### src/rtl/alu_seq_if.sv
// Handshake and data bundle for alu_seq: request side (operands/operation)
// and response side (registered result and flags).
interface alu_seq_if #(
  parameter int unsigned WIDTH = 32
);
  logic             in_valid;
  logic             in_ready;
  logic             mode;
  logic [5:0]       aluOperation;
  logic [WIDTH-1:0] x;
  logic [WIDTH-1:0] y;
  logic [WIDTH-1:0] out;
  logic             zr;
  logic             ng;
  logic             cy;
  logic             ov;
  logic             out_valid;
  logic             out_ready;

  // Producer of operations / consumer of results
  modport master (
    output in_valid, mode, aluOperation, x, y, out_ready,
    input  in_ready, out, zr, ng, cy, ov, out_valid
  );

  // The ALU itself
  modport slave (
    input  in_valid, mode, aluOperation, x, y, out_ready,
    output in_ready, out, zr, ng, cy, ov, out_valid
  );
endinterface

### src/rtl/alu_seq.sv
// Clocked ALU: single-cycle zx/nx/zy/ny/f/no logic/add operation or an
// iterative shift-add multiply (one bit of y per cycle, LSB first), with a
// registered result, carry/overflow flags and valid/ready handshakes.
module alu_seq #(
  parameter int unsigned WIDTH = 32,
  parameter int unsigned CNT_W = 6
) (
  input  logic        clk,
  input  logic        rst_n,
  alu_seq_if.slave    bus
);

  typedef enum logic [1:0] {IDLE, MUL, DONE} state_t;

  state_t state_q, state_d;

  logic                 accept;
  logic                 last_step;
  logic                 ld_alu;
  logic                 ld_mul;

  // ALU datapath
  logic [WIDTH-1:0]     x1, x2, y1, y2;
  logic [WIDTH:0]       sum;
  logic [WIDTH-1:0]     s;
  logic [WIDTH-1:0]     alu_res;
  logic                 alu_cy;
  logic                 alu_ov;

  // Multiplier state
  logic [2*WIDTH-1:0]   mcand_q;
  logic [WIDTH-1:0]     mplier_q;
  logic [2*WIDTH-1:0]   acc_q;
  logic [2*WIDTH-1:0]   acc_step;
  logic [CNT_W-1:0]     cnt_q;

  // Result registers
  logic [WIDTH-1:0]     res_d;
  logic                 cy_d;
  logic                 ov_d;
  logic [WIDTH-1:0]     out_q;
  logic                 zr_q;
  logic                 ng_q;
  logic                 cy_q;
  logic                 ov_q;

  // Ready is masked while reset is held so nothing appears acceptable then
  assign bus.in_ready  = rst_n & (state_q == IDLE);
  assign bus.out_valid = (state_q == DONE);
  assign bus.out       = out_q;
  assign bus.zr        = zr_q;
  assign bus.ng        = ng_q;
  assign bus.cy        = cy_q;
  assign bus.ov        = ov_q;

  assign accept    = bus.in_valid & bus.in_ready;
  assign last_step = (cnt_q == CNT_W'(WIDTH - 1));
  assign ld_alu    = (state_q == IDLE) & accept & ~bus.mode;
  assign ld_mul    = (state_q == MUL) & last_step;

  // Single-cycle ALU operation; carry/overflow are taken before output negation
  always_comb begin
    x1      = bus.aluOperation[5] ? '0 : bus.x;
    x2      = bus.aluOperation[4] ? ~x1 : x1;
    y1      = bus.aluOperation[3] ? '0 : bus.y;
    y2      = bus.aluOperation[2] ? ~y1 : y1;
    sum     = {1'b0, x2} + {1'b0, y2};
    s       = bus.aluOperation[1] ? sum[WIDTH-1:0] : (x2 & y2);
    alu_res = bus.aluOperation[0] ? ~s : s;
    alu_cy  = bus.aluOperation[1] & sum[WIDTH];
    alu_ov  = bus.aluOperation[1] & (x2[WIDTH-1] == y2[WIDTH-1])
                                  & (s[WIDTH-1] != x2[WIDTH-1]);
  end

  // One shift-add step: add the shifted multiplicand when the current y bit is set
  always_comb begin
    acc_step = acc_q + (mplier_q[0] ? mcand_q : '0);
  end

  // Select what gets loaded into the result registers
  always_comb begin
    res_d = alu_res;
    cy_d  = alu_cy;
    ov_d  = alu_ov;
    if (state_q == MUL) begin
      res_d = acc_step[WIDTH-1:0];
      cy_d  = 1'b0;
      ov_d  = |acc_step[2*WIDTH-1:WIDTH];
    end
  end

  // State register
  always_ff @(posedge clk or negedge rst_n) begin
    if (!rst_n) state_q <= IDLE;
    else        state_q <= state_d;
  end

  // Next-state logic
  always_comb begin
    state_d = state_q;
    unique case (state_q)
      IDLE: if (accept)        state_d = bus.mode ? MUL : DONE;
      MUL:  if (last_step)     state_d = DONE;
      DONE: if (bus.out_ready) state_d = IDLE;
      default:                 state_d = IDLE;
    endcase
  end

  // Multiplier operands, accumulator and step counter
  always_ff @(posedge clk or negedge rst_n) begin
    if (!rst_n) begin
      mcand_q  <= '0;
      mplier_q <= '0;
      acc_q    <= '0;
      cnt_q    <= '0;
    end else if ((state_q == IDLE) && accept && bus.mode) begin
      mcand_q  <= {{WIDTH{1'b0}}, bus.x};
      mplier_q <= bus.y;
      acc_q    <= '0;
      cnt_q    <= '0;
    end else if (state_q == MUL) begin
      mcand_q  <= mcand_q << 1;
      mplier_q <= mplier_q >> 1;
      acc_q    <= acc_step;
      cnt_q    <= cnt_q + CNT_W'(1);
    end
  end

  // Result and flag registers; held between loads, including through DONE
  always_ff @(posedge clk or negedge rst_n) begin
    if (!rst_n) begin
      out_q <= '0;
      zr_q  <= 1'b0;
      ng_q  <= 1'b0;
      cy_q  <= 1'b0;
      ov_q  <= 1'b0;
    end else if (ld_alu || ld_mul) begin
      out_q <= res_d;
      zr_q  <= (res_d == '0);
      ng_q  <= res_d[WIDTH-1];
      cy_q  <= cy_d;
      ov_q  <= ov_d;
    end
  end

endmodule

### src/flat_wrapper.sv
// flat-port wrapper written by rule: the top's interface ports become plain ports
module alu_seq_flat 
#(
  parameter int unsigned WIDTH = 32,
  parameter int unsigned CNT_W = 6
)
  (clk, rst_n, bus_in_valid, bus_mode, bus_aluOperation, bus_x, bus_y, bus_out_ready, bus_in_ready, bus_out, bus_zr, bus_ng, bus_cy, bus_ov, bus_out_valid);
  alu_seq_if #(.WIDTH(WIDTH)) bus_i ();
  input  logic clk;
  input  logic rst_n;
  input wire logic [$bits(bus_i.in_valid)-1:0] bus_in_valid;
  input wire logic [$bits(bus_i.mode)-1:0] bus_mode;
  input wire logic [$bits(bus_i.aluOperation)-1:0] bus_aluOperation;
  input wire logic [$bits(bus_i.x)-1:0] bus_x;
  input wire logic [$bits(bus_i.y)-1:0] bus_y;
  input wire logic [$bits(bus_i.out_ready)-1:0] bus_out_ready;
  output wire logic [$bits(bus_i.in_ready)-1:0] bus_in_ready;
  output wire logic [$bits(bus_i.out)-1:0] bus_out;
  output wire logic [$bits(bus_i.zr)-1:0] bus_zr;
  output wire logic [$bits(bus_i.ng)-1:0] bus_ng;
  output wire logic [$bits(bus_i.cy)-1:0] bus_cy;
  output wire logic [$bits(bus_i.ov)-1:0] bus_ov;
  output wire logic [$bits(bus_i.out_valid)-1:0] bus_out_valid;
  assign bus_i.in_valid = bus_in_valid;
  assign bus_i.mode = bus_mode;
  assign bus_i.aluOperation = bus_aluOperation;
  assign bus_i.x = bus_x;
  assign bus_i.y = bus_y;
  assign bus_i.out_ready = bus_out_ready;
  assign bus_in_ready = bus_i.in_ready;
  assign bus_out = bus_i.out;
  assign bus_zr = bus_i.zr;
  assign bus_ng = bus_i.ng;
  assign bus_cy = bus_i.cy;
  assign bus_ov = bus_i.ov;
  assign bus_out_valid = bus_i.out_valid;
  alu_seq #(.WIDTH(WIDTH), .CNT_W(CNT_W)) u_core (.clk(clk), .rst_n(rst_n), .bus(bus_i));
endmodule
### config.mk
export PLATFORM = sky130hd
export DESIGN_NAME = alu_seq_flat
export DESIGN_NICKNAME = d
export VERILOG_FILES = /design/src/rtl/alu_seq_if.sv /design/src/rtl/alu_seq.sv /design/src/flat_wrapper.sv
export SDC_FILE = /design/constraint.sdc
export NUM_CORES = 1
export LEC_CHECK = 0
export CAP_MARGIN = 30
export CORE_ASPECT_RATIO = 1.2
export CORE_MARGIN = 10
export CORE_UTILIZATION = 53
export CTS_CLUSTER_SIZE = 14
export DETAILED_ROUTE_END_ITERATION = 16
export PLACE_DENSITY = 0.73
export SLEW_MARGIN = 20
export SYNTH_ARGS = -nofsm -noshare
export SYNTH_HDL_FRONTEND = slang
export SYNTH_SLANG_ARGS = --single-unit
export TNS_END_PERCENT = 50
### constraint.sdc
create_clock -name clk -period 5.3 [get_ports clk]
set_input_delay 1.06 -clock clk [delete_from_list [all_inputs] [get_ports clk]]
set_output_delay 1.06 -clock clk [all_outputs]
set_load 0.005 [all_outputs]
==> impl_metrics.yaml <==
hold_path:
  hp-class: "primary input to async pin"
synthesis:
  yosysSeqAreaShare_pct: 29.8
  ys.flop_type: "dfrtp_1"
  syn_avg_cell_area_sq_um: 7.78
  async_flop_share_pct: 100
  synth_cells: 2188
  ys_ff_latch: 203
  syn-num-nets: 2361
  synth_edf_count: 0
  synth.distinct_cells: 92
  synth_area_sq_mm: 0.0170
  synth-warning-count: 0
critical_path:
  r2r-start: "u_core.mplier_q[0]"
  path_buf_inv: 3
  cp_slowest_cell: "nor3b_1"
  critPathTopFamily: "simple AND/OR/NAND/NOR gates"
  r2r_slack_ns: 0.38
  path_max_fanout: 23
  crit_arrival_ns: 5.62
  cp-end-kind: "flip-flop"
  startpoint: "bus_aluOperation[3]"
  required_ns: 5.78
  ff2ff_path_depth: 15
  criticalPathCategory: "primary input to flip-flop"
  r2r_end: "u_core.bus.ov"
  startpoint_type: "primary input"
  crit_chain: "clkdlybuf4s50_1 -> buf_12 -> nand2b_1 -> xnor2_1 -> ha_1 -> inv_1 -> fa_1 -> nor2b_4 -> o31a_4 -> o2111ai_1 -> a211o_1 -> a21bo_2 -> nand3_1 -> nor3b_1 -> nand4b_1 -> a2111o_1 -> or4b_1 -> nand2_1"
  slowest_delay_ns: 0.53
timing:
  final_max_slew_viol_count: 0
  hold_viol_final: 0
  fin_crit_sh_pct: 97.0
  relSlewSlack_pct: 42.5
  clock.fmax_mhz: 195
  setup_viol: 0
  fin_crit_ns: 5.14
  setup_tns_ns: 0
  rsz0062_at_grt: "false"
  worst_pin_slew_ns: 0.862
  fin_worst_skew_ns: 0.0135
  setup_ws_ns: 0.161
clocking:
  cts_tree: "built"
  cts_buffers: 25
  root_buffer: "clkbuf_16"
  postCtsHoldBufs: 0
  clk_latency_ns: 0.55
  htree_levels: 1
  clockBufferDepth: 3
  post_cts_resize_count: 0
  cts.clk_slew.worst_paths_ns: 0.06
  post_cts_buffers: 0
  cts_num_sinks: 203
power:
  powerDensity_mw_per_mm2: 448
  p_int_uw: 5050
  leakage_uw: 0.00901
  p_clk_share_pct: 17.9
  swShare_pct: 44.3
  p_seq_share_pct: 28.7
  ir_worst_vdd_v: 0.000319
  switchingPower_uw: 4020
  comb_power_share_pct: 53.4
layout:
  antenna_cells: 0
  multi_input_area_sq_mm: 0.0113
  drive_gt1_share_pct: 11.1
  finish.instance_area_sq_mm: 0.0203
  final_cell_mix: "408 x nand2_1, 203 x dfrtp_1, 178 x buf_4, 159 x a21oi_1, 132 x o21ai_0"
  fin_nets: 2532
  post-route-util_pct: 64.2
  fillers: 2791
  layout_commonest_cell: "nand2_1"
  seq_area_sq_mm: 0.00508
  area_growth_pct: 18.9
placed_design:
  io_buffers: 112
  place_area_sq_mm: 0.0195
  place_congestion: 0.970
  dp.final_hpwl_um: 46900
  dpl_worst_slack_ns: -0.347
global_routing:
  grt_pass1_vias: 17000
  grt.total_usage_pct: 29.6
  antenna_found_initial: 0
  grt_pass1_wl_um: 93800
  grt_max_degree: 80
  overflow: 0
floorplanning:
  initial_core_util_pct: 54.0
  rows: 71
  boundaryPins: 113
  dieArea_sq_mm: 0.0397
  die_h_um: 216
  die_w_um: 184
  core-area_sq_mm: 0.0315
detailed_routing:
  via_per_inst: 6.24
  drtAntennaViolNets: 0
  first_pass_iters: 6
  avgRoutedWirePerCell_um: 21.8
  wirelength_um: 60600
  drt-initial-drc-count: 1430
  drc: 0
  vias: 17300
run_status:
  status: "complete, no violations"
flow_run:
  cap_violations: 0
==> cells by family (layout without fill, tap and decap cells) <==
| family | count (synthesis) | after routing | share of synthesized area (%) |
|---|---|---|---|
| and+or+nand+nor | 946 | 946 | 27.1 |
| AOI/OAI and AO/OA | 606 | 606 | 23.4 |
| DFF | 203 | 203 | 29.8 |
| buffers and inverters | 177 | 363 | 4.05 |
| xor gates and xnor gates | 139 | 139 | 7.15 |
| adders and majority gates | 98 | 98 | 7.29 |
| muxes | 19 | 19 | 1.15 |
==> power groups by stage <==
stage	combinational [uW]	sequential, uW	clock [uW]
finish	4840	2610	1620
global route	5270	2680	1700
CTS	4790	2590	1640
detailed placement	4760	2610	0
global placement	4690	2580	0
floorplan	2980	2480	0
==> routing by layer <==
metal / part of all wire, % / GRT usage [%] / vias up / wire length, um
met2: 49 / 51.6 / 613 / 29900
met3: 5.7 / 4.03 / 155 / 3480
li1: - / - / 8188 / -
met4: 5.2 / 14.9 / 0 / 3150
met1: 40 / 34.8 / 8365 / 24000
met5: 0 / 0 / - / 0
==> worst max path at each step <==
stage                                to  slack (ns)  cells past startpoint
after floorplan           u_core.bus.zr        0.29                     17
after detailed placement  u_core.bus.zr       -0.35                     18
after CTS                 u_core.bus.zr        0.19                     18
final                     u_core.bus.zr        0.16                     18
after global routing      u_core.bus.zr        0.06                     18
after global placement    u_core.bus.zr       -0.32                     18
==> synthesized netlist by cell type (9+ instances only) <==
cell      instances  area share, %
inv_1            26           0.57
o21bai_1         12           0.53
nor2b_1          18           0.66
and3_1           16           0.59
mux2i_1          15           0.88
o21a_1           19           0.84
a211oi_1         17           0.75
nand2b_1         77            2.8
nor3_1           34            1.0
or3_1            15           0.55
a21oi_1         159            4.7
nor2_1          114            2.5
clkbuf_1        126            2.8
dfrtp_1         203             30
nand3b_1          9           0.40
ha_1             96            7.1
a22oi_1          64            2.8
a31oi_1          21           0.77
nand2_1         409            9.0
o21ai_0         132            3.9
nand4_1          46            1.7
nor4b_1           9           0.46
xnor2_1         114            5.9
o31ai_1          18           0.79
a21o_1           40            1.8
and2_1           72            2.6
nor4_1           11           0.40
nand3_1          76            2.2
xor2_1           25            1.3
a221oi_1         13           0.67
buf_1            16           0.35
o211ai_1         22           0.97
==> sequential cells by signal (all words and copies together) (netlist names) <==
signal           count
u_core.acc_q        64
u_core.mcand_q      64
u_core.bus.out      32
u_core.mplier_q     32
u_core.cnt_q         6
u_core.state_q       2
u_core.bus.cy        1
u_core.bus.ov        1
u_core.bus.zr        1
==> final cells by class <==
cell class                 instances  area share (%)
timing repair buffer             294            12.5
tap                              401            2.48
multi-input combinational       1808            55.7
inverter                          27           0.500
sequential                       203            25.1
clock inverter                     6           0.179
clock buffer                      36            3.54
==> through the flow <==
step | hold WS, ns | instances | power [uW]
global route | 0.480 | 2775 | 9650
floorplan | 0.447 | 2188 | 5460
CTS | 0.456 | 2775 | 9030
finish | 0.459 | 2775 | 9060
detailed placement | 0.459 | 2733 | 7370
global placement | 0.453 | 2733 | 7270
Power figures use the tool's default switching activity.
